## src/rtl/counter_down_parameter_pkg.sv

```systemverilog
// Shared types and helpers for the loadable down-counter timer.
package counter_down_parameter_pkg;

  typedef enum logic [1:0] {
    StIdle = 2'd0,
    StRun  = 2'd1,
    StDone = 2'd2
  } state_e;

  // Clamp a requested start value to the largest supported count.
  function automatic logic [31:0] sat_load(input logic [31:0] value,
                                           input logic [31:0] max_value);
    return (value > max_value) ? max_value : value;
  endfunction

endpackage

```

## src/rtl/counter_down_parameter_if.sv

```systemverilog
// Load handshake, run controls and status outputs of the down-counter timer.
interface counter_down_parameter_if #(
  parameter int unsigned WIDTH = 8
);
  logic             load_valid;
  logic             load_ready;
  logic [WIDTH-1:0] load_value;
  logic             periodic;
  logic             enable;
  logic             abort;
  logic [WIDTH-1:0] counter;
  logic             tc;
  logic             busy;

  modport master (
    output load_valid, load_value, periodic, enable, abort,
    input  load_ready, counter, tc, busy
  );

  modport slave (
    input  load_valid, load_value, periodic, enable, abort,
    output load_ready, counter, tc, busy
  );
endinterface

```

## src/rtl/counter_down_parameter.sv

```systemverilog
// Loadable down-counter: counts a saturated start value to 0, pulses tc, then
// reloads (periodic) or stops (one-shot).
module counter_down_parameter
  import counter_down_parameter_pkg::*;
#(
  parameter int unsigned WIDTH     = 8,
  parameter int unsigned MAX_VALUE = 200
) (
  input logic                      clk,
  input logic                      RST,
  counter_down_parameter_if.slave  bus
);

  localparam logic [31:0] MaxValue = 32'(MAX_VALUE);

  state_e           state_q, state_d;
  logic [WIDTH-1:0] counter_q, counter_d;
  logic [WIDTH-1:0] reload_q, reload_d;
  logic             periodic_q, periodic_d;
  logic             tc_q, tc_d;

  always_comb begin
    state_d    = state_q;
    counter_d  = counter_q;
    reload_d   = reload_q;
    periodic_d = periodic_q;
    tc_d       = 1'b0;

    unique case (state_q)
      StIdle, StDone: begin
        // A load beats a same-cycle abort.
        if (bus.load_valid) begin
          reload_d   = WIDTH'(sat_load(32'(bus.load_value), MaxValue));
          counter_d  = WIDTH'(sat_load(32'(bus.load_value), MaxValue));
          periodic_d = bus.periodic;
          state_d    = StRun;
        end else if (bus.abort) begin
          state_d = StIdle;
        end
      end
      StRun: begin
        if (bus.abort) begin
          counter_d = '0;
          state_d   = StIdle;
        end else if (bus.enable) begin
          if (counter_q != '0) begin
            counter_d = counter_q - WIDTH'(1);
          end else begin
            tc_d = 1'b1;
            if (periodic_q) begin
              counter_d = reload_q;
            end else begin
              state_d = StDone;
            end
          end
        end
      end
      default: begin
        counter_d = '0;
        state_d   = StIdle;
      end
    endcase
  end

  always_ff @(posedge clk) begin
    if (RST) begin
      state_q    <= StIdle;
      counter_q  <= '0;
      reload_q   <= '0;
      periodic_q <= 1'b0;
      tc_q       <= 1'b0;
    end else begin
      state_q    <= state_d;
      counter_q  <= counter_d;
      reload_q   <= reload_d;
      periodic_q <= periodic_d;
      tc_q       <= tc_d;
    end
  end

  assign bus.counter    = counter_q;
  assign bus.tc         = tc_q;
  assign bus.busy       = (state_q == StRun);
  assign bus.load_ready = (state_q != StRun);

endmodule

```

## src/flat_wrapper.sv

```systemverilog
// flat-port wrapper written by rule: the top's interface ports become plain ports
module counter_down_parameter_flat import counter_down_parameter_pkg::*;
#(
  parameter int unsigned WIDTH     = 8,
  parameter int unsigned MAX_VALUE = 200
)
  (clk, RST, bus_load_valid, bus_load_value, bus_periodic, bus_enable, bus_abort, bus_load_ready, bus_counter, bus_tc, bus_busy);
  counter_down_parameter_if #(.WIDTH(WIDTH)) bus_i ();
  input logic clk;
  input logic RST;
  input wire logic [$bits(bus_i.load_valid)-1:0] bus_load_valid;
  input wire logic [$bits(bus_i.load_value)-1:0] bus_load_value;
  input wire logic [$bits(bus_i.periodic)-1:0] bus_periodic;
  input wire logic [$bits(bus_i.enable)-1:0] bus_enable;
  input wire logic [$bits(bus_i.abort)-1:0] bus_abort;
  output wire logic [$bits(bus_i.load_ready)-1:0] bus_load_ready;
  output wire logic [$bits(bus_i.counter)-1:0] bus_counter;
  output wire logic [$bits(bus_i.tc)-1:0] bus_tc;
  output wire logic [$bits(bus_i.busy)-1:0] bus_busy;
  assign bus_i.load_valid = bus_load_valid;
  assign bus_i.load_value = bus_load_value;
  assign bus_i.periodic = bus_periodic;
  assign bus_i.enable = bus_enable;
  assign bus_i.abort = bus_abort;
  assign bus_load_ready = bus_i.load_ready;
  assign bus_counter = bus_i.counter;
  assign bus_tc = bus_i.tc;
  assign bus_busy = bus_i.busy;
  counter_down_parameter #(.WIDTH(WIDTH), .MAX_VALUE(MAX_VALUE)) u_core (.clk(clk), .RST(RST), .bus(bus_i));
endmodule
```

## config.mk

```make
export PLATFORM = sky130hd
export DESIGN_NAME = counter_down_parameter_flat
export DESIGN_NICKNAME = d
export VERILOG_FILES = /design/src/rtl/counter_down_parameter_pkg.sv /design/src/rtl/counter_down_parameter_if.sv /design/src/rtl/counter_down_parameter.sv /design/src/flat_wrapper.sv
export SDC_FILE = /design/constraint.sdc
export NUM_CORES = 1
export LEC_CHECK = 0
export ABC_CLOCK_PERIOD_IN_PS = 3050
export BUFFER_PORTS_ARGS = -buffer_cell sky130_fd_sc_hd__buf_4
export CAP_MARGIN = 25
export CORE_ASPECT_RATIO = 0.75
export CORE_MARGIN = 10
export CORE_UTILIZATION = 45
export CTS_CLUSTER_DIAMETER = 60
export DETAILED_ROUTE_END_ITERATION = 10
export HOLD_SLACK_MARGIN = 0.02
export PLACE_DENSITY = 0.68
export SLEW_MARGIN = 25
export SYNTH_ARGS = -nofsm -noshare
export SYNTH_HDL_FRONTEND = slang
export SYNTH_SLANG_ARGS = --single-unit
```

## constraint.sdc

```tcl
create_clock -name clk -period 3.05 [get_ports clk]
set_input_delay 0.305 -clock clk [delete_from_list [all_inputs] [get_ports clk]]
set_output_delay 0.305 -clock clk [all_outputs]
set_load 0.1 [all_outputs]
```

==> impl_metrics.toml, run 1 <==
[placed_design]
dp_hpwl_um = 2480
post_dp_cell_area_mm2 = 0.00136
io_buffers = 24
gp_congestion = 0.906

[finish]
finalNetCount = 175
area_growth_pct = 17.2
drive_gt1_frac = 0.228
layout_common_cells = "buf_4, dfxtp_1, nand2_1"
post-route-util = 0.574
antennaDiodeCount = 0
final_common_cell = "buf_4"
finish.instance_area_mm2 = 0.00138

[floorplanning]
dieWidth_um = 79.0
core_area_mm2 = 0.00240
start_util = 0.490
die_y_um = 64.3
num_io_pins = 25
num_rows = 15
die_area_mm2 = 0.00508

[setup_path]
crit_type = "register to register"
crit_path_max_fanout = 7
critPathSlowestCell = "a21oi_1"
endpoint_kind = "register"
cp-startpoint = "u_core.bus.counter[0]"
slowest_delay_ns = 0.53
worst_ep_arrival_time_ns = 2.41
critPathRequiredTime_ns = 3.31
critPathBufInv = 1
worstPathCellList = "inv_1 > ha_1 > nor3b_1 > nand4_1 > a21oi_1 > a221o_2"
endpoint = "u_core.bus.counter[5]"
reg2reg_from = "u_core.bus.counter[0]"
r2r_setup_slack_ns = 0.89
crit_family = "compound AO/OA/AOI/OAI gates"
cp.depth = 6
timing.rr.end = "u_core.bus.counter[5]"
r2r.worst_path.cells = 6
start_kind = "register"

[detailed_routing]
vias_per_cell = 6.22
drtIter0Drc = 187
via_count = 1194
wire_per_inst_um = 17.3
drt-pass1-iter-count = 4
drt-total-wl_um = 3310
drcViolationCount = 0
antenna_left = 0

[sta]
period_share = 0.707
layout_min_cycle_time_ns = 2.16
clock_skew_ns = 0.00366
hold_violations = 0
drv_slew = 0
setup_viol = 0
rsz0062_at_grt = "no"
worst_pin_slew_ns = 0.629
finalSetupTns_ns = 0
fmax_ghz = 0.464
slew_headroom = 0.580

[grt]
track_usage = 0.130
grt_max_degree = 15
antenna_found_initial = 0
grt_overflow = 0
grt_pass1_wl_um = 5480
grt_pass1_vias = 1086

[synthesis]
synth_top_area_cell = "dfxtp_1"
yosysWarnings = 0
async_flop_share = 0
syn-cell-area_mm2 = 0.00118
synth_nets = 155
syn_avg_cell_area_um2 = 8.40
synth_edf_count = 0
netlist.area_leader.share = 0.340
ys_types = 46
dominantRegCellSynth = "dfxtp_1"
ys_seq_area_frac = 0.340
ys_seq_elements = 20
synth_area_leaders = "dfxtp_1, a22o_1, a21oi_1"
syn_inst = 140

[power_and_ir_drop]
internal-power_w = 0.000420
finalPower_w = 0.000722
swShare = 0.418
p_comb_frac = 0.396
ir_worst_vdd_mv = 0.246
power_density_mw_per_mm2 = 523
pwr-share-clk = 0.173
seqPwrFrac = 0.430
leakagePower_nw = 0.545
netSwitchingPower_w = 0.000302

[clock_network]
hold_buffers = 0
cts_inserted_buffers = 3
clkSinkCount = 20
cts_tree = "built"
cts_root_buf = "clkbuf_4"
htreeDepth = 1
post_cts_buffers = 0
clkTransAtPathRegs_ns = 0.11
cts_resized = 0
cts_buffer_depth = 2
clkLatencyLatePin_ns = 0.30

[job]
drv_cap = 0

[run_status]
status = "finished, final reports clean"

[worst_hold_path]
hold_class = "primary input to register"
==> cell families (layout without fill, tap and decap cells) <==
group / count (synthesis) / after routing / synth area share
xor gates and xnor gates: 2 / 2 / 0.0149
AOI/OAI and AO/OA: 50 / 50 / 0.313
DFF: 20 / 20 / 0.340
and+or+nand+nor: 52 / 52 / 0.263
buffers and inverters: 15 / 33 / 0.0585
adders and majority gates: 1 / 1 / 0.0106
==> final cells by class <==
| cell class | count | area (um2) |
|---|---|---|
| Fill cell | 230 | 1020 |
| Sequential cell | 20 | 400 |
| Tap cell | 34 | 42.5 |
| Inverter | 5 | 18.8 |
| Multi-Input combinational cell | 105 | 707 |
| Clock buffer | 3 | 22.5 |
| Timing Repair Buffer | 25 | 188 |
==> Yosys cell counts, types with 4 or more instances <==
cell,instances
nand2_1,12
buf_2,4
clkbuf_1,5
a21oi_1,10
a22o_1,6
nor4b_1,5
o21ai_0,7
inv_1,5
dfxtp_1,20
nor2_1,5
==> state kept, by name (all words and copies together), names as in the netlist <==
register / count
u_core.bus.tc: 1
u_core.state_q: 2
u_core.bus.counter: 8
u_core.reload_q: 8
u_core.periodic_q: 1
==> through the flow <==
step,hold WS [ns],std cells,setup slack [ns]
3_5_place_dp,0.454,189,0.918
2_1_floorplan,0.431,140,0.566
4_1_cts,0.231,192,0.902
3_3_place_gp,0.451,189,0.957
5_1_grt,0.224,192,0.670
6_report,0.234,192,0.895
==> worst register-to-register path, stage by stage, from the launching register on <==
cell and delay, ns:
dfxtp_1 0.38, inv_1 0.08, ha_1 0.25, nor3b_1 0.40, nand4_1 0.23, a21oi_1 0.53, a221o_2 0.24
==> worst min path at each step <==
stage / startpoint / end / slack [ns] / depth (start not counted)
finish: bus_load_value[1] / u_core.reload_q[1] / 0.23 / 2
global route: bus_load_value[1] / u_core.reload_q[1] / 0.22 / 2
CTS: bus_load_value[1] / u_core.reload_q[1] / 0.23 / 2
detailed placement: u_core.reload_q[6] / u_core.reload_q[6] / 0.45 / 2
global placement: u_core.reload_q[6] / u_core.reload_q[6] / 0.45 / 2
floorplan: bus_load_value[0] / u_core.reload_q[0] / 0.43 / 1
==> power by group through the flow <==
stage	Clock [W]	Combinational, W	Sequential (W)
6_report	0.000125	0.000286	0.000310
5_1_grt	0.000138	0.000307	0.000314
4_1_cts	0.000126	0.000285	0.000309
3_5_place_dp	0	0.000283	0.000315
3_3_place_gp	0	0.000283	0.000314
2_1_floorplan	0	0.000158	0.000373
==> routing by layer <==
| metal | GRT usage | wire [um] | up-vias |
|---|---|---|---|
| met5 | 0 | 0 | - |
| met4 | 0.0290 | 31 | 0 |
| met3 | 0.0517 | 293 | 4 |
| met2 | 0.179 | 1410 | 51 |
| met1 | 0.182 | 1580 | 560 |
| li1 | - | - | 579 |
No activity file was read; power rests on OpenSTA's default activity.
==> run 2, diff against run 1 <==
--- a/config.mk
+++ b/config.mk
@@ -5,7 +5,7 @@
 export SDC_FILE = /design/constraint.sdc
 export NUM_CORES = 1
 export LEC_CHECK = 0
-export ABC_CLOCK_PERIOD_IN_PS = 3050
+export ABC_CLOCK_PERIOD_IN_PS = 2200
 export BUFFER_PORTS_ARGS = -buffer_cell sky130_fd_sc_hd__buf_4
 export CAP_MARGIN = 25
 export CORE_ASPECT_RATIO = 0.75
==> constraint.sdc (replaced) <==
create_clock -name clk -period 2.2 [get_ports clk]
set_input_delay 0.22 -clock clk [delete_from_list [all_inputs] [get_ports clk]]
set_output_delay 0.22 -clock clk [all_outputs]
set_load 0.1 [all_outputs]
==> run 2 against run 1 <==
  * Clock-buffer cell count grew 1
  * Final area up 3.7%
  * First-iteration DRC count down 4.3%
  * Non-clock buffer count grew 4
  * Wire length increased by 2.5%
  * Combinational power grew 48%
  * Highest routed layer unchanged
==> impl_metrics.toml, run 2 (synthesis gave the netlist of run 1 again) <==
[clock_network]
cts_root_buf = "clkbuf_4"
post_cts_buffers = 0
cts_inserted_buffers = 3
htreeDepth = 1
hold_buffers = 0
clkSinkCount = 20
clkTransAtPathRegs_ns = 0.11
cts_tree = "built"
cts_buffer_depth = 2
clkLatencyLatePin_ns = 0.30
cts_resized = 0

[job]
drv_cap = 0

[power_and_ir_drop]
pwr-share-clk = 0.174
swShare = 0.413
netSwitchingPower_w = 0.000427
power_density_mw_per_mm2 = 723
leakagePower_nw = 0.569
p_comb_frac = 0.409
seqPwrFrac = 0.417
internal-power_w = 0.000607
ir_worst_vdd_mv = 0.305

[setup_path]
start_kind = "register"
critPathBufInv = 0
r2r_setup_slack_ns = 0.15
endpoint_kind = "register"
crit_path_max_fanout = 10
worstPathCellList = "or4_1 > or3_1 > a32o_1 > a22o_1"
crit_type = "register to register"
critPathSlowestCell = "or4_1"
timing.rr.end = "u_core.bus.counter[0]"
worst_ep_arrival_time_ns = 2.26
critPathRequiredTime_ns = 2.41
slowest_delay_ns = 0.72
reg2reg_from = "u_core.bus.counter[5]"
crit_family = "simple AND/OR/NAND/NOR gates"
r2r.worst_path.cells = 4

[sta]
clock_skew_ns = 0.0121
finalSetupTns_ns = 0
worst_pin_slew_ns = 0.603
setup_viol = 0
period_share = 0.931
layout_min_cycle_time_ns = 2.05
slew_headroom = 0.597
drv_slew = 0
rsz0062_at_grt = "no"
fmax_ghz = 0.488
hold_violations = 0

[grt]
grt_use_met1 = 0.184
grt_pass1_vias = 1141
antenna_found_initial = 0
grt_max_degree = 15
track_usage = 0.133
grt.met3_usage = 0.0503
met2_usage = 0.195
grt_pass1_wl_um = 5590
grt_overflow = 0
busiest_layer = "met2"

[placed_design]
dp_hpwl_um = 2640
gp_congestion = 0.911
io_buffers = 24
placed_cells = 193

[detailed_routing]
drcViolationCount = 0
vias_per_cell = 6.34
drt-total-wl_um = 3400
drtIter0Drc = 179
wire_per_inst_um = 17.2
antenna_left = 0
drt-pass1-iter-count = 6
via_count = 1248

[finish]
antennaDiodeCount = 0
final_common_cell = "buf_4"
final_cells = 197
drive_gt1_frac = 0.301
layout_common_cells = "buf_4, nand2_1, dfxtp_1"
area_growth_pct = 21.6
finalNetCount = 179

[floorplanning]
start_util = 0.490
dieWidth_um = 79.0
core_area_mm2 = 0.00240
num_rows = 15
die_area_mm2 = 0.00508
num_io_pins = 25
die_y_um = 64.3

[worst_hold_path]
hold_class = "primary input to register"
hold_end = "u_core.reload_q[1]"
hold_path_depth = 2
hold_path_startpoint = "bus_load_value[1]"

[run_status]
status = "finished, final reports clean"
run 2: cell types whose count changed in the layout (fill, tap and decap cells not counted), sizes merged:
cell / delta
clkbuf: +1
buf: +4
run 2: per-stage QoR:
step	setup WS (ns)	hold WS [ns]	total power, W	cell area, um2	util
3_5_place_dp	0.196	0.451	0.000856	1400	0.584
2_1_floorplan	0.0184	0.346	0.000740	1190	-
5_1_grt	0.0598	0.162	0.00109	1430	0.595
4_1_cts	0.175	0.153	0.00103	1430	0.595
3_3_place_gp	0.248	0.453	0.000848	1400	0.584
6_report	0.152	0.159	0.00103	1430	0.595
run 2: worst max path at each step:
stage	start	end	slack, ns	depth (start not counted)
final	u_core.bus.counter[5]	u_core.bus.counter[0]	0.15	4
after global routing	u_core.bus.counter[5]	u_core.bus.counter[5]	0.06	4
after CTS	u_core.bus.counter[5]	u_core.bus.counter[0]	0.17	4
after detailed placement	u_core.bus.counter[5]	u_core.bus.counter[0]	0.20	4
after global placement	u_core.bus.counter[5]	u_core.bus.counter[0]	0.25	4
after floorplan	u_core.bus.counter[0]	u_core.bus.counter[0]	0.02	7
run 2: layer usage:
metal	wire length (um)	up-vias
li1	-	589
met1	1620	596
met2	1500	61
met3	262	2
met4	15	0
met5	0	-
run 2: power groups by stage:
stage	Combinational (W)	Sequential, W	Clock [W]
2_1_floorplan	0.000218	0.000521	0
3_3_place_gp	0.000410	0.000438	0
3_5_place_dp	0.000417	0.000439	0
4_1_cts	0.000419	0.000430	0.000185
5_1_grt	0.000449	0.000438	0.000199
6_report	0.000422	0.000431	0.000180
run 2: area by class of cell:
class | count | area (um2)
fillers | 230 | 972
multi-input cells | 105 | 709
flip-flops and latches | 20 | 415
repair buffers | 29 | 218
well taps | 34 | 42.5
clock buffers | 4 | 26.3
inverters | 5 | 18.8
run 2: worst reg2reg max path: cells and delay by family, from the launching register on:
family / cells / cell delay, ns
simple gates: 2 / 1.13
flops: 1 / 0.37
compound gates: 2 / 0.45
==> run 3, diff against run 2 <==
--- a/config.mk
+++ b/config.mk
@@ -8,13 +8,15 @@
 export ABC_CLOCK_PERIOD_IN_PS = 2200
 export BUFFER_PORTS_ARGS = -buffer_cell sky130_fd_sc_hd__buf_4
 export CAP_MARGIN = 25
+export CELL_PAD_IN_SITES_DETAIL_PLACEMENT = 0
+export CELL_PAD_IN_SITES_GLOBAL_PLACEMENT = 1
 export CORE_ASPECT_RATIO = 0.75
-export CORE_MARGIN = 10
-export CORE_UTILIZATION = 45
+export CORE_MARGIN = 8
+export CORE_UTILIZATION = 39
 export CTS_CLUSTER_DIAMETER = 60
 export DETAILED_ROUTE_END_ITERATION = 10
 export HOLD_SLACK_MARGIN = 0.02
-export PLACE_DENSITY = 0.68
+export PLACE_DENSITY_LB_ADDON = 0.1
 export SLEW_MARGIN = 25
 export SYNTH_ARGS = -nofsm -noshare
 export SYNTH_HDL_FRONTEND = slang
==> run 3 against run 2 <==
  * Global-route usage rose by 1.6 points
  * Final cell count grew 3.6%
  * Sequential power is essentially flat
  * Sequential share of layout area fell by 0.91 points
  * Die area is 0.64% lower
  * Critical endpoint is now u_core.bus.counter[1]
==> impl_metrics.toml, run 3 (synthesis gave the netlist of run 1 again) <==
[finish]
fillers = 278
multi_input_area_um2 = 709
finalNetCount = 182
layout_common_cells = "buf_4, nand2_1, dfxtp_1"
final_common_cell = "buf_4"
regArea_um2 = 415
post-route-util = 0.507
finish.instance_area_mm2 = 0.00148
area_growth_pct = 25.5
antennaDiodeCount = 0
drive_gt1_frac = 0.313

[setup_path]
critPathRequiredTime_ns = 2.35
worstPathCellList = "or4_1 > or3_2 > a32oi_1 > o2bb2ai_1"
start_kind = "register"
slowest_delay_ns = 0.71
worst_ep_arrival_time_ns = 2.19
crit_type = "register to register"
critPathSlowestCell = "or4_1"
critPathBufInv = 0
crit_family = "simple AND/OR/NAND/NOR gates"
crit_path_max_fanout = 10
endpoint_kind = "register"

[detailed_routing]
antenna_left = 0
wire_per_inst_um = 17.1
drt-pass1-iter-count = 4
drcViolationCount = 0
drt-total-wl_um = 3500
via_count = 1251
vias_per_cell = 6.13
drtIter0Drc = 124

[job]
drv_cap = 0

[grt]
grt_overflow = 0
antenna_found_initial = 0
grt_pass1_vias = 1251
grt_pass1_wl_um = 6020
grt_max_degree = 15
track_usage = 0.149

[sta]
period_share = 0.925
slew_headroom = 0.662
finalSetupTns_ns = 0
hold_violations = 0
rsz0062_at_grt = "no"
drv_slew = 0
clock_skew_ns = 0.00474
layout_min_cycle_time_ns = 2.04
setup_viol = 0
worst_pin_slew_ns = 0.500
fmax_ghz = 0.491

[clock_network]
clkTransAtPathRegs_ns = 0.07
clkSinkCount = 20
cts_resized = 0
cts_root_buf = "clkbuf_8"
hold_buffers = 0
clkLatencyLatePin_ns = 0.26
post_cts_buffers = 0
cts_inserted_buffers = 3
cts_tree = "built"
cts_buffer_depth = 2
htreeDepth = 1

[floorplanning]
die_area_mm2 = 0.00505
core_area_mm2 = 0.00291
start_util = 0.404
dieWidth_um = 79.4
num_rows = 17
num_io_pins = 25
die_y_um = 63.6

[placed_design]
io_buffers = 24
gp_congestion = 0.834
dp_hpwl_um = 2710
post_dp_cell_area_mm2 = 0.00143

[power_and_ir_drop]
finalPower_w = 0.00111
seqPwrFrac = 0.387
pwr-share-clk = 0.227
internal-power_w = 0.000671
swShare = 0.396
ir_worst_vdd_mv = 0.356
power_density_mw_per_mm2 = 752
p_comb_frac = 0.385
netSwitchingPower_w = 0.000439
leakagePower_nw = 0.592

[worst_hold_path]
hold_class = "primary input to register"

[run_status]
status = "finished, final reports clean"
## run 3: final timing paths
path                         start               endpoint  slack [ns]  depth (start not counted)
max reg2reg  u_core.bus.counter[5]  u_core.bus.counter[1]        0.16                          4
min reg2reg     u_core.reload_q[6]     u_core.reload_q[6]        0.47                          2
min              bus_load_value[2]     u_core.reload_q[2]        0.19                          2
max          u_core.bus.counter[5]  u_core.bus.counter[1]        0.16                          4
## run 3: power groups by stage
| stage | Combinational, W | Clock, W | Sequential, W |
|---|---|---|---|
| 5_1_grt | 0.000460 | 0.000271 | 0.000437 |
| 2_1_floorplan | 0.000218 | 0 | 0.000521 |
| 3_5_place_dp | 0.000423 | 0 | 0.000438 |
| 6_report | 0.000428 | 0.000252 | 0.000430 |
| 4_1_cts | 0.000425 | 0.000256 | 0.000430 |
| 3_3_place_gp | 0.000424 | 0 | 0.000436 |
## run 3: worst register-to-register path, delay by kind of cell, from the launching register on
kind / cells / cell delay [ns]
AND/OR/NAND/NOR: 2 / 1.22
flip-flops: 1 / 0.36
AO/OA/AOI/OAI: 2 / 0.34
## run 3: metal layers
metal	track usage	share of wire	up-vias
li1	-	-	600
met2	0.207	0.42	46
met3	0.0552	0.084	4
met5	0	0	-
met1	0.207	0.49	601
met4	0.0346	0.0089	0
## run 3: area by class of cell
cell class | count | share of cell area
multi-input combinational | 105 | 0.481
sequential | 20 | 0.281
timing repair buffer | 32 | 0.163
tap | 38 | 0.0322
clock buffer | 4 | 0.0305
inverter | 5 | 0.0127
## run 3: metrics by stage
| stage | hold slack (ns) | setup slack [ns] | std cells |
|---|---|---|---|
| finish | 0.187 | 0.164 | 204 |
| global route | 0.190 | 0.0422 | 204 |
| CTS | 0.185 | 0.185 | 204 |
| detailed placement | 0.458 | 0.201 | 200 |
| global placement | 0.453 | 0.232 | 200 |
| floorplan | 0.346 | 0.0184 | 140 |
